[config.mk]
export PLATFORM = sky130hd
export DESIGN_NAME = imsic_intp_file
export DESIGN_NICKNAME = d
export VERILOG_FILES = /design/src/rtl/imsic_intp_file.sv
export SDC_FILE = /design/constraint.sdc
export NUM_CORES = 1
export LEC_CHECK = 0
export CAP_MARGIN = 20
export CORE_ASPECT_RATIO = 1.1
export CORE_MARGIN = 4
export CORE_UTILIZATION = 40
export CTS_BUF_LIST = sky130_fd_sc_hd__clkbuf_8
export CTS_CLUSTER_DIAMETER = 60
export CTS_CLUSTER_SIZE = 30
export DETAILED_ROUTE_END_ITERATION = 10
export PLACE_DENSITY = 0.63
export SLEW_MARGIN = 5
export SYNTH_ARGS = -nofsm -noshare
export SYNTH_HDL_FRONTEND = slang
export SYNTH_SLANG_ARGS = --single-unit
[constraint.sdc]
create_clock -name i_clk -period 4.89 [get_ports i_clk]
set_input_delay 0.489 -clock i_clk [delete_from_list [all_inputs] [get_ports i_clk]]
set_output_delay 0.489 -clock i_clk [all_outputs]
set_load 0.01 [all_outputs]
[src/rtl/imsic_intp_file.sv]
// Purpose: IMSIC interrupt file. Holds the eip/eie arrays and finds the top pending-and-enabled identity.
// Latency: o_topei settles within NrChunks+1 cycles of the last change; o_reg_rdata 1 cycle; o_irq 1 cycle after o_topei.
// Backpressure: none; setipnum, register and claim strobes are accepted on every cycle.
module imsic_intp_file #(
  parameter int NrSources  = 64,
  parameter int NrSourcesW = $clog2(NrSources),
  parameter int NrChunks   = NrSources / 32,
  parameter int ChunkW     = (NrChunks > 1) ? $clog2(NrChunks) : 1
) (
  input  logic                  i_clk,
  input  logic                  ni_rst,
  input  logic [NrSourcesW-1:0] i_setipnum,
  input  logic                  i_setipnum_we,
  input  logic                  i_eidelivery,
  input  logic [NrSourcesW-1:0] i_eithreshold,
  input  logic                  i_reg_we,
  input  logic                  i_reg_re,
  input  logic                  i_reg_sel,
  input  logic [ChunkW-1:0]     i_reg_idx,
  input  logic [31:0]           i_reg_wdata,
  output logic [31:0]           o_reg_rdata,
  input  logic                  i_claim,
  output logic [NrSourcesW-1:0] o_topei,
  output logic                  o_irq
);

  // The word view is padded to a power of two so out-of-range indices read 0 and match no write.
  localparam int NrWords = 1 << ChunkW;

  typedef enum logic {IDLE, SCAN} state_t;

  logic [NrSources-1:0]  eip, eie, eip_nxt, eie_nxt, set_mask, clr_mask;
  logic [NrSourcesW-1:0] thr_q;
  logic [31:0]           eip_w [NrWords];
  logic [31:0]           eie_w [NrWords];
  logic                  mod_evt;

  state_t                state, state_nxt;
  logic [ChunkW-1:0]     ptr, ptr_nxt;
  logic [NrSourcesW-1:0] cand, cand_nxt, cand_scan, hit_id;
  logic [31:0]           chunk;
  logic [4:0]            lsb;
  logic                  lsb_vld, qual, last;

  for (genvar k = 0; k < NrWords; k++) begin : g_words
    if (k < NrChunks) begin : g_live
      assign eip_w[k] = eip[k*32 +: 32];
      assign eie_w[k] = eie[k*32 +: 32];
    end else begin : g_pad
      assign eip_w[k] = '0;
      assign eie_w[k] = '0;
    end
  end

  // Next eip/eie: register write first, then claim clear, then set; shifts past the top fall off, dropping out-of-range ids.
  always_comb begin
    set_mask = '0;
    clr_mask = '0;
    if (i_setipnum_we) set_mask = NrSources'(1) << i_setipnum;
    if (i_claim)       clr_mask = NrSources'(1) << o_topei;
    eip_nxt = eip;
    eie_nxt = eie;
    if (i_reg_we) begin
      for (int k = 0; k < NrChunks; k++) begin
        if (i_reg_idx == ChunkW'(k)) begin
          if (i_reg_sel) eie_nxt[k*32 +: 32] = i_reg_wdata;
          else           eip_nxt[k*32 +: 32] = i_reg_wdata;
        end
      end
    end
    eip_nxt    = (eip_nxt & ~clr_mask) | set_mask;
    eip_nxt[0] = 1'b0;
    eie_nxt[0] = 1'b0;
  end

  assign mod_evt = (eip_nxt != eip) || (eie_nxt != eie) || (i_eithreshold != thr_q) || i_claim;

  // Scan step: lowest pending-and-enabled bit of the current chunk, filtered by the threshold.
  always_comb begin
    chunk   = eip_w[ptr] & eie_w[ptr];
    lsb_vld = 1'b0;
    lsb     = '0;
    for (int n = 31; n >= 0; n--) begin
      if (chunk[n]) begin
        lsb_vld = 1'b1;
        lsb     = 5'(n);
      end
    end
    hit_id    = NrSourcesW'({ptr, lsb});
    qual      = lsb_vld && ((i_eithreshold == '0) || (hit_id < i_eithreshold));
    cand_scan = (cand != '0) ? cand : (qual ? hit_id : '0);
    last      = (ptr == ChunkW'(NrChunks - 1));
  end

  // Scan FSM next state: any modification restarts from chunk 0 with an empty candidate.
  always_comb begin
    state_nxt = state;
    ptr_nxt   = ptr;
    cand_nxt  = cand;
    case (state)
      IDLE: begin
        if (mod_evt) begin
          state_nxt = SCAN;
          ptr_nxt   = '0;
          cand_nxt  = '0;
        end
      end
      SCAN: begin
        if (mod_evt) begin
          ptr_nxt  = '0;
          cand_nxt = '0;
        end else if (last) begin
          state_nxt = IDLE;
          ptr_nxt   = '0;
          cand_nxt  = '0;
        end else begin
          ptr_nxt  = ptr + ChunkW'(1);
          cand_nxt = cand_scan;
        end
      end
      default: begin
        state_nxt = IDLE;
        ptr_nxt   = '0;
        cand_nxt  = '0;
      end
    endcase
  end

  // Scan FSM state register; reset aborts any scan in progress.
  always_ff @(posedge i_clk) begin
    if (!ni_rst) begin
      state <= IDLE;
      ptr   <= '0;
      cand  <= '0;
    end else begin
      state <= state_nxt;
      ptr   <= ptr_nxt;
      cand  <= cand_nxt;
    end
  end

  // Arrays, read port and outputs; a claim zeroes o_topei until the rescan publishes.
  always_ff @(posedge i_clk) begin
    if (!ni_rst) begin
      eip         <= '0;
      eie         <= '0;
      thr_q       <= '0;
      o_reg_rdata <= '0;
      o_topei     <= '0;
      o_irq       <= 1'b0;
    end else begin
      eip   <= eip_nxt;
      eie   <= eie_nxt;
      thr_q <= i_eithreshold;
      if (i_reg_re) o_reg_rdata <= i_reg_sel ? eie_w[i_reg_idx] : eip_w[i_reg_idx];
      if (i_claim)                   o_topei <= '0;
      else if ((state == SCAN) && last) o_topei <= cand_scan;
      o_irq <= i_eidelivery && (o_topei != '0);
    end
  end

endmodule
==> results of run 1 <==
-- power by group through the flow --
stage | Combinational, W | Sequential [W] | Clock, W
6_report | 0.000668 | 0.00158 | 0.00115
3_3_place_gp | 0.000645 | 0.00161 | 0
2_1_floorplan | 0.000358 | 0.00158 | 0
5_1_grt | 0.000698 | 0.00159 | 0.00121
3_5_place_dp | 0.000645 | 0.00161 | 0
4_1_cts | 0.000647 | 0.00158 | 0.00117
-- Yosys cell counts, drive strengths merged, types with 4 or more instances --
cell / count / area, um^2
dfxtp: 179 / 3583
o2111ai: 16 / 146.4
mux4: 31 / 698.2
and3b: 10 / 87.58
a21boi: 69 / 518.0
a21oi: 47 / 235.2
nand2: 190 / 715.7
nand4: 13 / 81.33
a2111oi: 7 / 67.56
nand4b: 10 / 87.58
or4: 7 / 52.55
nor2b: 49 / 306.5
or3b: 4 / 35.03
o2bb2ai: 11 / 96.34
nand3b: 8 / 60.06
and2: 65 / 406.6
xor2: 35 / 306.5
a221oi: 5 / 43.79
nand3: 41 / 205.2
o21ai: 41 / 205.2
nor3b: 4 / 35.03
nor2: 128 / 480.5
or2: 8 / 50.05
nand2b: 15 / 93.84
o221ai: 19 / 166.4
mux2i: 44 / 440.4
or3: 10 / 62.56
o22ai: 106 / 663.1
o211ai: 12 / 90.09
o31ai: 5 / 37.54
xnor2: 10 / 87.58
ha: 5 / 62.56
a22o: 6 / 52.55
or4b: 9 / 90.09
nand4bb: 11 / 123.9
a211oi: 9 / 67.56
o21a: 8 / 60.06
nor4: 22 / 152.7
o32ai: 5 / 51.30
nor3: 24 / 120.1
inv: 68 / 255.2
buf: 20 / 86.34
a31oi: 9 / 56.30
clkbuf: 101 / 379.1
-- cell families after synthesis --
logic type	share of synthesized area, %
DFF	29.90
adders and majority gates	0.5220
xor gates and xnor gates	3.288
buffers and inverters	6.044
and+or+nand+nor	27.64
muxes	9.500
AOI/OAI and AO/OA	23.10
-- area by class of cell --
type | count | area, um^2
Timing Repair Buffer | 165 | 1474
Clock buffer | 17 | 234.0
Multi-Input combinational cell | 1160 | 7684
Inverter | 69 | 259.0
Clock inverter | 15 | 181.4
Tap cell | 374 | 467.9
Sequential cell | 179 | 3585
Fill cell | 2999 | 15680
-- sequential cells by signal, summed over array words and instances, names as in the netlist --
name	flops
state	1
o_topei	6
o_reg_rdata	32
thr_q	6
o_irq	1
eie	63
eip	63
cand	6
last	1
-- layer usage --
layer	global-route usage [%]	wire length [um]
met2	53.52	25600
met5	0	13
met3	7.770	6843
met4	20.97	4119
met1	45.84	22950
-- worst paths after layout --
kind,from,to,slack (ns),cells past startpoint
min reg2reg,cand[1],cand[1],0.48,2
max,last,o_topei[5],0.38,18
max reg2reg,last,o_topei[5],0.38,18
min,i_reg_idx,o_reg_rdata[0],0.43,4
-- per-stage QoR --
| step | utilization (%) | hold WS [ns] |
|---|---|---|
| 6_report | 46.97 | 0.4299 |
| 5_1_grt | 46.97 | 0.4447 |
| 4_1_cts | 46.97 | 0.4073 |
| 3_5_place_dp | 45.56 | 0.4650 |
| 3_3_place_gp | 45.56 | 0.4594 |
| 2_1_floorplan | - | 0.4310 |
-- worst min-delay path: stages --
cell and delay, ns:
buf_2 0.13, nand2_1 0.07, o22ai_1 0.05, and2_1 0.14
==> metrics.cfg, run 1 <==
[synth]
synth-edff-count = 0
ys_seq_area_share_pct = 29.90
ys_seq_elements = 179
synthCells = 1529
yosysWarningCount = 0
synthArstFlopShare_pct = 0
yosysUniqueCellTypes = 73
synth_nets = 1587
synth_area_per_cell_um2 = 7.839
ys.flop_type = dfxtp_1
synth_area_mm2 = 0.01199

[timing]
finalCriticalPeriod_ns = 4.514
final_hold_viol_count = 0
grt_setup_unrepaired = no
fin_skew_ns = 0.01971
finalSetupTns_ns = 0
setup_ws_ns = 0.3760
setup_viol = 0
fmaxAchievable_ghz = 0.2215
timing.slew.headroom_pct = 30.71
final-max-slew-violation-count = 0
worst_slew_pin_slew_ns = 1.039
period_share_pct = 92.31

[power_and_ir_drop]
powerDensity_mw_per_mm2 = 245.2
swShare_pct = 33.02
vdd_ir_drop_max_v = 0.0001306
clockPowerShare_pct = 33.8
p_leak_nw = 4.994
pwr-share-comb_pct = 19.6
p_total_w = 0.003404
p_int_w = 0.002280
switching_power_w = 0.001124
seqPwrFrac_pct = 46.5

[layout]
instances_no_fill = 1979
mostFrequentLayoutCells = nand2_1, dfxtp_1, nor2_1, o22ai_1, clkdlybuf4s50_1
drive_gt1_share_pct = 10.40
areaGrowthSynthToFinish_pct = 15.85
final_common_cell = nand2_1
fin_area_mm2 = 0.01388
diodes = 0
final_nets = 1650

[clocking]
cts_tree = done
post_cts_buffers = 0
htreeDepth = 4
ctsResizeCount = 0
clockBufferDepth = 2
cts_made_buffers = 17
path_clk_slew_ns = 0.11
root_buffer = clkbuf_8
clock_latency_ns = 0.51
hold_buffers = 0
clkSinkCount = 179

[place]
dp_hpwl_um = 45110
post-place-ws_ns = 0.4571
io_buffers = 91
placement.cell_area_mm2 = 0.01347
dp.cells = 1947
routabilityCongestion = 1.030

[floorplanning]
die_h_um = 189.5
ios = 92
die_x_um = 173.0
initial_utilization_pct = 40.54
dieArea_mm2 = 0.03280
rows = 66
coreArea_mm2 = 0.02956

[setup_path]
worstPathArrival_ns = 4.94
cp_top_family = compound AO/OA/AOI/OAI gates
cp_common_cell = a21o_1
critical_path_class = reg2reg
crit_chain = buf_4 -> o31ai_1 -> nand2b_1 -> nor4_1 -> o21bai_1 -> a2111o_1 -> a31oi_1 -> buf_4 -> ha_1 -> a21o_1 -> a21o_1 -> a21o_1 -> a211oi_1 -> a21oi_1 -> inv_1 -> a31o_2 -> nand2_1 -> a311oi_1
worstSetupStartpointType = register
crit_path_top_delay_cell = nor4_1
worstPathRequired_ns = 5.32
end_kind = register
cp_num_buf_inv = 3
slowest_delay_ns = 0.51
cp_max_fo = 23

[global_routing]
grt.overflow.total = 0
antenna_found_initial = 1
grt_start_max_net_pins = 69
grt_use_total_pct = 35.13
grt_pass1_wl_um = 85300
grt_pass1_vias = 12359

[drt]
first_pass_iters = 6
ant_nets = 0
via_per_inst = 6.580
drc = 0
vias = 13022
wire_per_inst_um = 30.08
drt_iter0_drc = 1917
drt_wl_total_um = 59530

[outcome]
outcome = completed

[worst_hold_path]
worstHoldPathType = in2reg

[job]
max_cap_violations = 0

No activity file was read; power rests on OpenSTA's default activity.
==> run 2, diff against run 1 <==
Settings changed: CORE_ASPECT_RATIO 1.1 to 0.75.
==> metrics.cfg, run 2 (synthesis gave the netlist of run 1 again) <==
[outcome]
outcome = completed

[setup_path]
crit_path_top_delay_cell = dfxtp_4
cp_max_fo = 39
reg2reg_to = o_topei[5]
end_kind = register
worstSetupStartpointType = register
worstPathArrival_ns = 4.93
critical_path_class = reg2reg
slowest_delay_ns = 0.54
r2r-start = last
r2r_slack_ns = 0.40
cp_common_cell = a21o_1
ff2ff_path_depth = 18
crit_chain = buf_4 -> nand3_1 -> o21ai_0 -> nor4bb_1 -> nor4_1 -> o21bai_1 -> a2111o_1 -> a31oi_1 -> ha_1 -> a21o_1 -> a21o_1 -> a21o_1 -> a211oi_1 -> a21oi_1 -> inv_1 -> a31o_2 -> nand2_1 -> a311oi_1
worstPathRequired_ns = 5.33

[clocking]
ctsResizeCount = 0
clock_latency_ns = 0.53
cts_made_buffers = 17
htreeDepth = 4
post_cts_buffers = 0
hold_buffers = 0
root_buffer = clkbuf_8
path_clk_slew_ns = 0.10
clkSinkCount = 179
clockBufferDepth = 2
cts_tree = done

[place]
dp_hpwl_um = 45940
routabilityCongestion = 1.055
io_buffers = 91

[drt]
drc = 0
via_per_inst = 6.585
wire_per_inst_um = 29.58
vias = 13347
first_pass_iters = 7
ant_nets = 0
drt_iter0_drc = 1971
drt_wl_total_um = 59950

[timing]
grt_setup_unrepaired = no
fin_skew_ns = 0.02116
setup_viol = 0
period_share_pct = 91.89
finalSetupTns_ns = 0
timing.slew.headroom_pct = 29.70
fmaxAchievable_ghz = 0.2226
final-max-slew-violation-count = 0
final_hold_viol_count = 0
worst_slew_pin_slew_ns = 1.055
holdWs_ns = 0.4741
finalCriticalPeriod_ns = 4.493

[global_routing]
grt_use_total_pct = 35.37
grt_pass1_wl_um = 85240
grt_start_max_net_pins = 108
grt_pass1_vias = 12350
antenna_found_initial = 5
grt.overflow.total = 0

[floorplanning]
dieArea_mm2 = 0.03283
rows = 54
coreArea_mm2 = 0.02932
die_h_um = 157.9
die_x_um = 207.9
initial_utilization_pct = 40.87
ios = 92

[layout]
areaGrowthSynthToFinish_pct = 17.30
final_common_cell = nand2_1
mostFrequentLayoutCells = nand2_1, dfxtp_1, nor2_1, o22ai_1, buf_4
drive_gt1_share_pct = 12.01
final_nets = 1677
top_regs = eie: 63 flops, eip: 63 flops, o_reg_rdata: 32 flops

[worst_hold_path]
min_from = cand[5]
worstHoldPathType = reg2reg
holdPathStages = 2
hold-path-endpoint = cand[5]

[power_and_ir_drop]
p_leak_nw = 5.098
powerDensity_mw_per_mm2 = 236.9
vdd_ir_drop_max_v = 0.0001830

[job]
max_cap_violations = 0

run 2: per-layer routing:
layer | share of wire [%] | global-route usage (%)
met5 | 0.058 | 0
met4 | 3.7 | 12.66
met3 | 16 | 15.89
met2 | 39 | 48.56
met1 | 41 | 48.91
run 2: worst max path at each step:
stage,start,endpoint,cells past startpoint
after floorplan,last,o_topei[5],18
after global placement,last,o_topei[5],18
after detailed placement,last,o_topei[5],18
after CTS,last,o_topei[5],18
after global routing,last,o_topei[5],18
final,last,o_topei[5],18
run 2: cell type report:
class                      instances  area, um^2
timing repair buffer             192        1652
clock buffer                      18       247.7
clock inverter                    14       131.4
antenna                            3       7.507
multi-input combinational       1160        7684
sequential                       179        3587
fill                            2904       15260
tap                              392       490.5
inverter                          69       259.0
run 2: per-stage QoR:
step           instance area (um^2)  setup WS (ns)  utilization [%]  power, W  instances
6_report                      14060         0.3967            47.94  0.003330       2027
5_1_grt                       14050        0.06556            47.92  0.003418       2024
4_1_cts                       14050         0.3798            47.91  0.003296       2024
3_5_place_dp                  13670         0.4485            46.62  0.002261       1992
3_3_place_gp                  13670         0.5224            46.62  0.002262       1992
2_1_floorplan                 11990          1.189                -  0.001941       1529
run 2: power breakdown:
group          internal, W  switching (W)
registers          0.00151      0.0000750
logic             0.000267       0.000419
clock network     0.000388       0.000674
total              0.00216        0.00117
run 2: critical path, delay by kind of cell, from the launching register on:
family | cells | cell delay [ns]
AO/OA/AOI/OAI | 11 | 2.42
AND/OR/NAND/NOR | 4 | 0.64
flip-flops | 1 | 0.54
buffers and inverters | 2 | 0.48
adder cells (fa/ha/maj) | 1 | 0.32
